File: src/rtl/alu_pkg.sv
// rtl/alu_pkg.sv - opcodes, FSM states and PSR bit positions for the ALU execute stage
package alu_pkg;

  localparam logic [7:0] OP_AND  = 8'h01;
  localparam logic [7:0] OP_OR   = 8'h02;
  localparam logic [7:0] OP_XOR  = 8'h03;
  localparam logic [7:0] OP_ADD  = 8'h05;
  localparam logic [7:0] OP_ADDU = 8'h06;
  localparam logic [7:0] OP_ADDC = 8'h07;
  localparam logic [7:0] OP_SUB  = 8'h09;
  localparam logic [7:0] OP_SUBC = 8'h0A;
  localparam logic [7:0] OP_CMP  = 8'h0B;
  localparam logic [7:0] OP_MOV  = 8'h0D;
  localparam logic [7:0] OP_MUL  = 8'h0E;
  localparam logic [7:0] OP_PASS = 8'h4F;
  localparam logic [7:0] OP_LSH  = 8'h84;
  localparam logic [7:0] OP_ASHU = 8'h86;

  typedef enum logic [1:0] {IDLE, SHIFT, MUL, DONE} state_e;

  localparam int PSR_C = 0;
  localparam int PSR_L = 1;
  localparam int PSR_F = 2;
  localparam int PSR_Z = 3;
  localparam int PSR_N = 4;

endpackage

File: src/rtl/alu_iter_shifter.sv
// rtl/alu_iter_shifter.sv - one-bit-per-cycle shifter; amount is signed, negative shifts right
module alu_iter_shifter
  import alu_pkg::*;
#(
  parameter int WIDTH = 16
) (
  input  logic             clock,
  input  logic             reset,
  input  logic             start,
  input  logic [4:0]       amount,
  input  logic             arith,
  input  logic [WIDTH-1:0] data_in,
  output logic             busy,
  output logic             done,
  output logic [WIDTH-1:0] data_next
);

  logic [4:0]       count_q;
  logic [WIDTH-1:0] data_q;
  logic             left_q;
  logic             arith_q;
  logic             busy_q;
  logic [4:0]       mag;

  // -16 maps to magnitude 16, which still fits in five bits
  assign mag       = amount[4] ? (~amount + 5'd1) : amount;
  assign data_next = left_q ? {data_q[WIDTH-2:0], 1'b0}
                            : {arith_q & data_q[WIDTH-1], data_q[WIDTH-1:1]};
  // done flags the cycle whose edge performs the final shift step
  assign done      = busy_q && (count_q == 5'd1);
  assign busy      = busy_q;

  always_ff @(posedge clock or negedge reset) begin
    if (!reset) begin
      count_q <= '0;
      data_q  <= '0;
      left_q  <= 1'b0;
      arith_q <= 1'b0;
      busy_q  <= 1'b0;
    end else if (start) begin
      count_q <= mag;
      data_q  <= data_in;
      left_q  <= !amount[4];
      arith_q <= arith;
      busy_q  <= 1'b1;
    end else if (busy_q) begin
      data_q  <= data_next;
      count_q <= count_q - 5'd1;
      if (count_q == 5'd1) busy_q <= 1'b0;
    end
  end

endmodule

File: src/rtl/alu_exec_stage.sv
// rtl/alu_exec_stage.sv - ALU execute stage with flags and iterative shift; ALU_MUL_EN adds shift-add MUL
module alu_exec_stage
  import alu_pkg::*;
#(
  parameter int WIDTH = 16
) (
  input  logic             clock,
  input  logic             reset,
  input  logic             in_valid,
  output logic             in_ready,
  input  logic [7:0]       alu_op,
  input  logic [WIDTH-1:0] op_a,
  input  logic [WIDTH-1:0] op_b,
  output logic             out_valid,
  input  logic             out_ready,
  output logic [WIDTH-1:0] result,
  output logic             wb_en,
  output logic             illegal,
  output logic [4:0]       psr,
  input  logic             psr_load,
  input  logic [4:0]       psr_in
);

  localparam int MSB = WIDTH - 1;

  state_e           state_q;
  logic [WIDTH-1:0] result_q;
  logic             out_valid_q, wb_en_q, illegal_q;
  logic [4:0]       psr_q;

  logic [WIDTH-1:0] res_d;
  logic [4:0]       flags_d;
  logic             wb_d, ill_d, is_shift, cin;
  logic [WIDTH:0]   sum_d, diff_d;
  logic             accept, shift_start;
  logic             sh_busy, sh_done;
  logic [WIDTH-1:0] sh_next;

  assign in_ready    = ((state_q == IDLE) || (state_q == DONE && out_ready)) && !sh_busy;
  assign accept      = in_valid && in_ready;
  assign shift_start = accept && is_shift && (op_b[4:0] != 5'd0);

  assign cin    = ((alu_op == OP_ADDC) || (alu_op == OP_SUBC)) && psr_q[PSR_C];
  assign sum_d  = {1'b0, op_a} + {1'b0, op_b} + {{WIDTH{1'b0}}, cin};
  assign diff_d = {1'b0, op_a} - {1'b0, op_b} - {{WIDTH{1'b0}}, cin};

`ifdef ALU_MUL_EN
  localparam int MCW = $clog2(WIDTH + 1);
  logic [WIDTH-1:0] mcand_q, mplier_q, acc_q, acc_nx;
  logic [MCW-1:0]   mcnt_q;
  logic             is_mul;

  assign acc_nx = acc_q + (mplier_q[0] ? mcand_q : '0);

  always_ff @(posedge clock or negedge reset) begin
    if (!reset) begin
      mcand_q  <= '0;
      mplier_q <= '0;
      acc_q    <= '0;
      mcnt_q   <= '0;
    end else if (accept && is_mul) begin
      mcand_q  <= op_a;
      mplier_q <= op_b;
      acc_q    <= '0;
      mcnt_q   <= MCW'(WIDTH);
    end else if (state_q == MUL && mcnt_q != '0) begin
      acc_q    <= acc_nx;
      mcand_q  <= {mcand_q[WIDTH-2:0], 1'b0};
      mplier_q <= {1'b0, mplier_q[WIDTH-1:1]};
      mcnt_q   <= mcnt_q - MCW'(1);
    end
  end
`endif

  always_comb begin
    res_d    = '0;
    wb_d     = 1'b1;
    ill_d    = 1'b0;
    is_shift = 1'b0;
    flags_d  = psr_q;
`ifdef ALU_MUL_EN
    is_mul   = 1'b0;
`endif
    case (alu_op)
      OP_AND:  res_d = op_a & op_b;
      OP_OR:   res_d = op_a | op_b;
      OP_XOR:  res_d = op_a ^ op_b;
      OP_ADDU: res_d = sum_d[MSB:0];
      OP_ADD, OP_ADDC: begin
        res_d          = sum_d[MSB:0];
        flags_d[PSR_C] = sum_d[WIDTH];
        flags_d[PSR_F] = (op_a[MSB] == op_b[MSB]) && (sum_d[MSB] != op_a[MSB]);
      end
      OP_SUB, OP_SUBC: begin
        res_d          = diff_d[MSB:0];
        flags_d[PSR_C] = diff_d[WIDTH];
        flags_d[PSR_F] = (op_a[MSB] != op_b[MSB]) && (diff_d[MSB] != op_a[MSB]);
      end
      OP_CMP: begin
        wb_d           = 1'b0;
        flags_d[PSR_Z] = (op_a == op_b);
        flags_d[PSR_N] = ($signed(op_a) < $signed(op_b));
        flags_d[PSR_L] = (op_a < op_b);
      end
      OP_MOV:  res_d = op_b;
      OP_PASS: res_d = op_a;
      OP_LSH, OP_ASHU: begin
        is_shift = 1'b1;
        res_d    = op_a;
      end
`ifdef ALU_MUL_EN
      OP_MUL:  is_mul = 1'b1;
`endif
      default: begin
        if (alu_op[7:4] == 4'hF) begin
          res_d = {op_b[7:0], {(WIDTH-8){1'b0}}};
        end else begin
          wb_d  = 1'b0;
          ill_d = 1'b1;
        end
      end
    endcase
  end

  alu_iter_shifter #(.WIDTH(WIDTH)) u_shifter (
    .clock     (clock),
    .reset     (reset),
    .start     (shift_start),
    .amount    (op_b[4:0]),
    .arith     (alu_op == OP_ASHU),
    .data_in   (op_a),
    .busy      (sh_busy),
    .done      (sh_done),
    .data_next (sh_next)
  );

  always_ff @(posedge clock or negedge reset) begin
    if (!reset) begin
      state_q     <= IDLE;
      result_q    <= '0;
      out_valid_q <= 1'b0;
      wb_en_q     <= 1'b0;
      illegal_q   <= 1'b0;
      psr_q       <= '0;
    end else begin
      // an explicit psr load overrides any flag update on the same edge
      if (psr_load)    psr_q <= psr_in;
      else if (accept) psr_q <= flags_d;

      case (state_q)
        IDLE, DONE: begin
          if (accept) begin
            illegal_q <= 1'b0;
            if (shift_start) begin
              state_q     <= SHIFT;
              out_valid_q <= 1'b0;
`ifdef ALU_MUL_EN
            end else if (is_mul) begin
              state_q     <= MUL;
              out_valid_q <= 1'b0;
`endif
            end else begin
              state_q     <= DONE;
              out_valid_q <= 1'b1;
              result_q    <= res_d;
              wb_en_q     <= wb_d;
              illegal_q   <= ill_d;
            end
          end else if (state_q == DONE && out_ready) begin
            state_q     <= IDLE;
            out_valid_q <= 1'b0;
            illegal_q   <= 1'b0;
          end
        end
        SHIFT: begin
          if (sh_done) begin
            state_q     <= DONE;
            out_valid_q <= 1'b1;
            result_q    <= sh_next;
            wb_en_q     <= 1'b1;
          end
        end
`ifdef ALU_MUL_EN
        MUL: begin
          if (mcnt_q == MCW'(1)) begin
            state_q     <= DONE;
            out_valid_q <= 1'b1;
            result_q    <= acc_nx;
            wb_en_q     <= 1'b1;
          end
        end
`endif
        default: state_q <= IDLE;
      endcase
    end
  end

  assign out_valid = out_valid_q;
  assign result    = result_q;
  assign wb_en     = wb_en_q;
  assign illegal   = illegal_q;
  assign psr       = psr_q;

endmodule

File: config.mk
export PLATFORM = sky130hd
export DESIGN_NAME = alu_exec_stage
export DESIGN_NICKNAME = d
export VERILOG_FILES = /design/src/rtl/alu_pkg.sv /design/src/rtl/alu_iter_shifter.sv /design/src/rtl/alu_exec_stage.sv
export SDC_FILE = /design/constraint.sdc
export NUM_CORES = 1
export LEC_CHECK = 0
export ABC_AREA = 1
export BUFFER_PORTS_ARGS = -buffer_cell sky130_fd_sc_hd__buf_2
export CORE_MARGIN = 10
export CORE_UTILIZATION = 56
export CTS_BUF_LIST = sky130_fd_sc_hd__clkbuf_8
export DETAILED_ROUTE_END_ITERATION = 6
export HOLD_SLACK_MARGIN = 0.05
export MAX_ROUTING_LAYER = met4
export PLACE_DENSITY = 0.8
export SLEW_MARGIN = 20
export SYNTH_ARGS = -nofsm -noshare
export SYNTH_HDL_FRONTEND = slang
export SYNTH_SLANG_ARGS = --single-unit
File: constraint.sdc
create_clock -name clock -period 2 [get_ports clock]
set_input_delay 0.1 -clock clock [delete_from_list [all_inputs] [get_ports clock]]
set_output_delay 0.1 -clock clock [all_outputs]
set_load 0.02 [all_outputs]
==> Word level (Yosys, flattened, before mapping) <==
Index checks and enable logic that the tools add are counted.
{ "totals": {"ramBits": 0, "in_bits": 50, "wordCells": 127, "latchBits": 0, "ff_bits": 50, "output_inout_bits": 25, "romBits": 0, "mem_count": 0} }
{ "classes": {"div": 0, "mul": 0, "n_shift": 0, "muxes": 41, "n_bitwise": 5, "n_addsub": 6, "magnitude_cmp": 2, "n_eq_ne": 26, "n_reduce_logical": 35} }
{ "ops": {"columns": ["cell", "count"], "rows": [
  ["one-hot mux 16 bit (8 select lines)", 1],
  ["two-way mux 16 bit", 7],
  ["equality test 8 x 4 -> 1 bit, second input constant", 4],
  ["< comparator 16 bit", 2],
  ["one-hot mux 16 bit (2 select lines)", 1],
  ["two-way mux 5 bit", 5],
  ["equality test 8 x 3 -> 1 bit, second input constant", 3],
  ["adder 16 x 16 -> 17 bit", 1],
  ["adder 17 x 1 -> 17 bit", 1],
  ["subtractor 16 x 16 -> 17 bit", 1],
  ["subtractor 17 x 1 -> 17 bit", 1],
  ["bitwise AND 16 bit", 1],
  ["equality test 16 bit", 1],
  ["equality test 8 x 2 -> 1 bit, second input constant", 2],
  ["equality test 8 bit, second input constant", 2],
  ["two-way mux 1 bit", 16],
  ["bitwise OR 16 bit", 1],
  ["XOR 16 bit", 1],
  ["OR reduction 13 bit", 1],
  ["OR reduction 12 bit", 1],
  ["two-way mux 2 bit", 5],
  ["one-hot mux 1 bit (2 select lines)", 5],
  ["nonzero test 2 bit", 5],
  ["logical AND 1 bit", 9],
  ["other kinds (25)", 38]
]} }

==> Longest topological paths before layout <==
Gate-level depths: netlist of run 1.
{ "logic_depth": {"word_depth": 10, "mapped_depth": 21} }

==> Hierarchy <==
Synthesis of run 1 repeated with hierarchy kept, for this count alone.
{ "unflattened": {"hier_cells": 1117, "area_unflattened_um2": 7000.5} }
{ "by_module_without_submodules": {"columns": ["mod", "n_inst", "cells_per_inst", "area_each_um2"], "rows": [
  ["alu_exec_stage", 1, 923, 5422.7],
  ["alu_iter_shifter", 1, 194, 1577.8]
]} }

==> Worst setup path after synthesis of run 1 <==
No wires, ideal clock.
{ "synth_path": {"kind": "input to register", "startpoint": "input alu_op[6]", "endpoint": "register result_q[8] (netlist: result[8])", "path_buffers": 0, "arrival_time_ns": 2.491, "t_required_ns": 1.884, "slack_ns": -0.607, "stages": 19, "cell_sequence": "nor2_2 > nand2_4 > nor2_4 > inv_1 > o22ai_1 > nand2_1 > fa_1 > fa_1 > inv_1 > nand2_1 > nand2_1 > nand2_1 > nand3_1 > nand2_1 > or2_2 > nand3_1 > nand4_1 > nand2_1 > nand2_1"} }
{ "synth_between": {"elab_chain_len": 8, "elab_cells_between_ends": 32, "classes_between": "2 x add/sub; 15 x eq/ne; 6 x mux; 9 x reduce/logical"} }
{ "synth_rtl": {"columns": ["element", "line_no", "text"], "rows": [
  ["start: declaration", "alu_exec_stage.sv:11", "input logic [7:0] alu_op,"],
  ["equality test 8 x 3 -> 1 bit / equality test 8 x 4 -> 1 bit (equally long branches)", "alu_exec_stage.sv:43, alu_exec_stage.sv:84", null],
  ["logical OR 1 bit", "alu_exec_stage.sv:43", "assign cin = ((alu_op == OP_ADDC) || (alu_op == OP_SUBC)) && psr_q[PSR_C];"],
  ["logical AND 1 bit", "alu_exec_stage.sv:43", null],
  ["subtractor 17 x 1 -> 17 bit / adder 17 x 1 -> 17 bit (equally long branches)", "alu_exec_stage.sv:45, alu_exec_stage.sv:44", null],
  ["one-hot mux 16 bit (8 select lines)", "alu_exec_stage.sv:84", "case (alu_op)"],
  ["two-way mux 16 bit", "alu_exec_stage.sv:154", "if (shift_start) begin"],
  ["two-way mux 16 bit", "alu_exec_stage.sv:152", "if (accept) begin"],
  ["one-hot mux 16 bit (2 select lines)", "alu_exec_stage.sv:150", "case (state_q)"],
  ["end signal: assignment", "alu_exec_stage.sv:165", "result_q <= res_d;"],
  ["end signal: assignment", "alu_exec_stage.sv:179", "result_q <= sh_next;"],
  ["end: declaration", "alu_exec_stage.sv:27", "logic [WIDTH-1:0] result_q;"]
]} }
Parallel ways exist; a longest one is shown, timed or not. The select of a mux whose other input is x is not followed.
A chain may end at the register's enable or synchronous reset.

==> Worst setup path in the final report of run 1 <==
{ "layout_path": {"startpoint": "register psr_q[0] (netlist: psr[0])", "endpoint": "register psr_q[0] (netlist: psr[0])"} }
{ "layout_between": {"elab_chain_len": 5, "elab_cells_between_ends": 6, "classes_between": "2 x add/sub; 3 x mux; 1 x reduce/logical"} }
{ "layout_rtl": {"columns": ["element", "line_no", "text"], "rows": [
  ["start: declaration", "alu_exec_stage.sv:29", "logic [4:0] psr_q;"],
  ["start signal: assignment", "alu_exec_stage.sv:147", "if (psr_load) psr_q <= psr_in;"],
  ["start signal: assignment", "alu_exec_stage.sv:148", "else if (accept) psr_q <= flags_d;"],
  ["logical AND 1 bit *", "alu_exec_stage.sv:43", null],
  ["subtractor 17 x 1 -> 17 bit / adder 17 x 1 -> 17 bit (equally long branches)", "alu_exec_stage.sv:45, alu_exec_stage.sv:44", null],
  ["one-hot mux 1 bit (2 select lines) *", "alu_exec_stage.sv:84", null],
  ["two-way mux 5 bit *", "alu_exec_stage.sv:148", null],
  ["two-way mux 5 bit *", "alu_exec_stage.sv:147", null]
]} }
Every way passes the cells marked *; elsewhere a longest branch is shown, timed or not. The select of a mux whose other input is x is not followed.

==> results_dict.tcl, run 1 <==
set metrics [dict create \
    status "complete, but fails checks" \
    violations "setup timing" \
    critPathLaunch "psr[0]" \
    insertion_delay_ns 0.32 \
    nFillCells 1009 \
    path_max_fanout 4 \
    rr_worst_depth 14 \
    finalSetupViolCount 17 \
    synthSimpleGateAreaFrac 0.369 \
    endpoint_kind "flip-flop" \
    slew_headroom 0.633 \
    finalCriticalPeriod_ns 2.34 \
    wl_per_cell_um 17.7 \
    dieArea_um2 16800 \
    yosys_warnings 0 \
    synth_xor_area_frac 0.0117 \
    post_synth.cell_area_avg_um2 6.24 \
    crit_type "reg -> reg" \
    pre_cts_slack_ns -0.778 \
    hold_viol 0 \
    drtAntennaViolNets 0 \
    pwr_density_cell_nw_per_um2 742 \
    skew_ns 0.0188 \
    cts_tree "done" \
    grt_overflow 0 \
    maxCapViolations 0 \
    rsz0062_at_grt "yes" \
    finalWirelength_um 25900 \
    hp-class "in -> reg" \
    fin_util 0.751 \
    layout_commonest_cell "nand2_1" \
    synth.distinct_cells 44 \
    worstSetupStartpointType "flip-flop" \
    synthCells 1081 \
    synth_edf_count 0 \
    max_freq_ghz 0.428 \
    drive_gt1_frac 0.276 \
    area_growth_pct 32.8 \
    drc 0 \
    p_leak_nw 5.07 \
    synth_top_family_by_area "simple AND/OR/NAND/NOR gates" \
    final-seq-area_um2 1250 \
    rrSetupSlack_ns -0.34 \
    io_buffers 74 \
    hpwl_um 20900 \
    syn_area_um2 6740 \
    nets 1452 \
    cts_buffers 5 \
    synthMuxAreaShare 0.00742 \
    crit_required_ns 2.23 \
    ys_ff_latch 50 \
    viasPerCell 5.62 \
    die_y_um 130 \
    grt_pass1_wl_um 39500 \
    ios 75 \
    ir_drop_mv 0.597 \
    gp_congestion 1.05 \
    vias 8216 \
    cts-root-buf "clkbuf_8" \
    slew_viol_final 0 \
    yosysSeqAreaShare 0.186 \
    firstDrtPassIters 6 \
    synth_fa_ha_area_frac 0.170 \
    reg2reg_from "psr[0]" \
    design.core.area_um2 11900 \
    grt_usage 0.305 \
    antenna_found_initial 0 \
    synthArstFlopShare 1.00 \
    grt_max_degree 24 \
    synth_nets 1220 \
    dr.first_iter.drc_count 974 \
    die-width_um 130 \
    cts.sinks 50 \
    num_rows 40 \
    reg2reg_to "psr[0]" \
    initial_utilization 0.566 \
    clk_pin_slew_ns 0.11 \
    synth_compound_area_frac 0.135 \
    layout_common_cells "293 x nand2_1, 161 x inv_1, 161 x buf_4" \
    tightest_slew_ns 0.549 \
    htree_levels 2 \
    multi_input_area_um2 4990 \
    num_antenna_cells 0 \
    crit_arrival_ns 2.56 \
    endpoint "psr[0]" \
    fin_ws_ns -0.337 \
    period_share 1.17 \
    ys.flop_type "dfrtp_1" \
    clk_path_buf_depth 2 \
    grt_pass1_vias 7718 \
]
==> critical path, cell delays in order (launching register included) <==
cell     delay (ns)
dfrtp_1        0.44
nand2_4        0.11
inv_2          0.04
fa_2           0.37
inv_2          0.06
fa_2           0.21
inv_2          0.06
nand3_2        0.08
nand3_2        0.12
a21oi_2        0.21
o21ai_0        0.12
a21oi_1        0.20
o21ai_2        0.09
nand2_1        0.06
nand2_1        0.05
==> timing repair <==
item	in CTS	in global routing
gates resized for setup	54	31
endpoints found under the setup margin	18	20
hold endpoints to repair	16	0
pin swaps	32	28
setup buffers	3	4
cloned	0	0
hold buffers	3	0
==> flip-flops by register name (all words and copies together) (netlist names) <==
register	cells
result	16
u_shifter.data_q	16
psr	5
u_shifter.count_q	5
state_q	2
illegal	1
out_valid	1
u_shifter.arith_q	1
u_shifter.busy	1
u_shifter.left_q	1
wb_en	1
==> power by group <==
group / internal, mW / switching [mW] / total, mW
Sequential: 1.42 / 0.270 / 1.69
Clock: 0.376 / 0.388 / 0.764
Combinational: 1.62 / 2.56 / 4.19
Total: 3.42 / 3.22 / 6.64
==> per-stage QoR <==
stage	hold slack (ns)	cell area [um2]	instances	TNS, ns	total power [mW]
floorplan	-0.196	6820	1081	-3.20	4.21
global placement	0.0235	8470	1443	-9.63	5.52
detailed placement	0.0319	8470	1443	-10.99	5.59
CTS	0.0508	8830	1457	-3.05	6.46
global route	0.0620	8950	1461	-5.85	7.14
finish	0.0669	8950	1461	-3.96	6.64
==> cell usage after synthesis, types with 9 or more instances <==
cell type	n	share of area
dfrtp_1	50	0.19
nand3_1	82	0.061
ha_1	85	0.16
nand4_1	13	0.012
o22ai_1	12	0.011
a21oi_1	53	0.039
o221ai_1	15	0.019
o21ai_0	44	0.033
o211ai_1	9	0.010
nand2_1	320	0.18
inv_1	172	0.096
nor2_1	115	0.064
nor3_1	9	0.0067
==> routing by layer <==
metal,vias to the layer above,GRT usage,wire length [um]
met5,-,-,0
met2,480,0.487,11800
met4,0,0.147,1420
met3,97,0.0483,2550
met1,3715,0.371,10000
li1,3924,-,-
==> cell families (layout without fill, tap and decap cells) <==
logic type | count (synthesis) | in the layout
AND/OR/NAND/NOR | 575 | 575
buffers and inverters | 201 | 434
AO/OA/AOI/OAI | 152 | 152
adder cells (fa/ha/maj) | 89 | 89
flip-flops | 50 | 50
XOR/XNOR | 9 | 9
multiplexers | 5 | 5
==> how the worst min path moves through the flow <==
stage,start,endpoint,slack [ns],depth (start not counted)
after floorplan,reset,illegal,-0.20,0
after global placement,reset,u_shifter.data_q[0],0.02,1
after detailed placement,reset,u_shifter.data_q[2],0.03,1
after CTS,psr_load,psr[3],0.05,2
after global routing,psr_load,psr[3],0.06,2
final,psr_load,psr[3],0.07,2
==> area by class of cell <==
| class | count | share of cell area |
|---|---|---|
| well taps | 147 | 0.0206 |
| clock inverters | 3 | 0.00489 |
| multi-input cells | 830 | 0.557 |
| inverters | 181 | 0.0765 |
| flip-flops and latches | 50 | 0.140 |
| clock buffers | 5 | 0.00769 |
| repair buffers | 245 | 0.193 |
Note: power is estimated with default switching activity, not from simulation.
==> inputs of run 2 (changes only) <==
--- a/config.mk
+++ b/config.mk
@@ -14,6 +14,7 @@
 export HOLD_SLACK_MARGIN = 0.05
 export MAX_ROUTING_LAYER = met4
 export PLACE_DENSITY = 0.8
+export RECOVER_POWER = 100
 export SLEW_MARGIN = 20
 export SYNTH_ARGS = -nofsm -noshare
 export SYNTH_HDL_FRONTEND = slang
==> run 2 against run 1 <==
Compared with the run above: the run still ends with setup timing left; critical path depth increased by 2; combinational power down 1%; final cell count stayed put; maximum frequency fell by 0.22%; clock-buffer cell count unchanged; hold slack gained 0.0022 ns; first-iteration DRC count increased by 2.5%; clock skew grew 0.0012 ns; critical endpoint is now result[6]; largest cell class unchanged.
==> results_dict.tcl, run 2 (synthesis results as in run 1) <==
set metrics [dict create \
    status "complete, but fails checks" \
    violations "setup timing" \
    dr.first_iter.drc_count 998 \
    finalSetupViolCount 17 \
    viasPerCell 5.62 \
    cts-root-buf "clkbuf_8" \
    dp.cells 1443 \
    whs_path_depth 2 \
    io_buffers 74 \
    clk_path_buf_depth 2 \
    tns_ns -3.93 \
    tightest_slew_ns 0.883 \
    ios 75 \
    grt_usage 0.305 \
    antenna_found_initial 0 \
    num_antenna_cells 0 \
    grt_max_degree 24 \
    hold_viol 0 \
    die-width_um 130 \
    critical-path-max-stage-delay_ns 0.39 \
    wl_per_cell_um 17.8 \
    dieArea_um2 16800 \
    gp_congestion 1.05 \
    endpoint_kind "flip-flop" \
    die_y_um 130 \
    rrSetupSlack_ns -0.31 \
    slew_viol_final 0 \
    cts_tree "done" \
    slew_headroom 0.412 \
    initial_utilization 0.566 \
    crit_chain "buf_8, nor2_4, nand2_4, nor2_4, inv_2, o22ai_4, nand2_4, fa_2, fa_2, buf_4, nand4_1, nand2_2, o21ai_1, nand3_1, nand2_1, a21oi_2" \
    drtAntennaViolNets 0 \
    maxCapViolations 0 \
    design.core.area_um2 11900 \
    layout.cells.non_filler 1461 \
    rr_worst_depth 10 \
    hp-class "in -> reg" \
    ir_drop_mv 0.592 \
    p_leak_nw 4.99 \
    crit_arrival_ns 2.56 \
    grt_overflow 0 \
    num_rows 40 \
    cp_slowest_cell "fa_2" \
    hpwl_um 20900 \
    htree_levels 2 \
    cts.sinks 50 \
    crit_type "in -> reg" \
    skew_ns 0.0200 \
    finalInstanceArea_um2 8900 \
    pwr_density_cell_nw_per_um2 740 \
    cts_buffers 5 \
    clk_pin_slew_ns 0.11 \
    cpLargestDelayFamily "simple AND/OR/NAND/NOR gates" \
    nets 1452 \
    drc 0 \
    min_to "psr[3]" \
    finalWirelength_um 26000 \
    holdCritStartpoint "psr_load" \
    rsz0062_at_grt "yes" \
    vias 8204 \
    period_share 1.17 \
    dpl-instance-area_um2 8470 \
    insertion_delay_ns 0.33 \
    finalCriticalPeriod_ns 2.34 \
    max_freq_ghz 0.427 \
    reg2reg_to "result[6]" \
    firstDrtPassIters 6 \
    path_buf_inv 3 \
    fin_util 0.747 \
    grt_pass1_vias 7718 \
    area_growth_pct 32.1 \
    path_max_fanout 3 \
    fin_ws_ns -0.342 \
    layout_common_cells "294 x nand2_1, 163 x inv_1, 156 x buf_4" \
    drive_gt1_frac 0.254 \
    reg2reg_from "psr[0]" \
    crit_required_ns 2.22 \
    layout_commonest_cell "nand2_1" \
    nFillCells 1029 \
    grt_pass1_wl_um 39500 \
    worstSetupStartpointType "input port" \
]
run 2: cell count changes in the layout (fill, tap and decap cells not counted), sizes merged:
| cell | previous run | this run |
|---|---|---|
| clkbuf | 5 | 35 |
| buf | 242 | 212 |
run 2: metrics by stage:
stage	hold WS (ns)	power [mW]	setup WS (ns)
final	0.0691	6.59	-0.342
after global routing	0.0620	7.08	-0.452
after CTS	0.0508	6.46	-0.269
after detailed placement	0.0319	5.59	-0.778
after global placement	0.0235	5.52	-0.656
after floorplan	-0.196	4.21	-0.427
run 2: power breakdown:
group / switching [mW] / internal (mW) / total [mW]
combinational: 2.57 / 1.56 / 4.13
sequential: 0.277 / 1.42 / 1.69
clock: 0.393 / 0.376 / 0.769
run 2: area by class of cell:
class / count / area [um2] / area share
repair buffers: 245 / 1690 / 0.190
clock buffers: 5 / 68.8 / 0.00773
inverters: 181 / 684 / 0.0769
clock inverters: 3 / 43.8 / 0.00492
multi-input cells: 830 / 4980 / 0.559
flip-flops and latches: 50 / 1250 / 0.141
well taps: 147 / 184 / 0.0207
run 2: timing repair:
| action | CTS | global route |
|---|---|---|
| setup endpoints to repair | 18 | 20 |
| pin swaps | 32 | 28 |
| gates cloned | 0 | 0 |
| buffers inserted | 3 | 4 |
| hold endpoints to repair | 16 | 0 |
| hold buffers | 3 | 0 |
| resized for setup | 54 | 31 |
run 2: routing by layer:
layer	up-vias	GRT usage	wire length [um]
met5	-	-	0
met4	0	0.147	1510
met3	97	0.0483	2430
met2	451	0.487	11900
met1	3731	0.371	10200
li1	3925	-	-
run 2: how the worst max path moves through the flow:
stage / to / slack [ns] / start / cells past startpoint
after floorplan: result[8] / -0.43 / alu_op[5] / 19
after global placement: result[13] / -0.66 / alu_op[5] / 21
after detailed placement: result[13] / -0.78 / alu_op[5] / 21
after CTS: result[4] / -0.27 / psr[0] / 13
after global routing: result[8] / -0.45 / alu_op[5] / 20
final: result[6] / -0.34 / alu_op[5] / 16
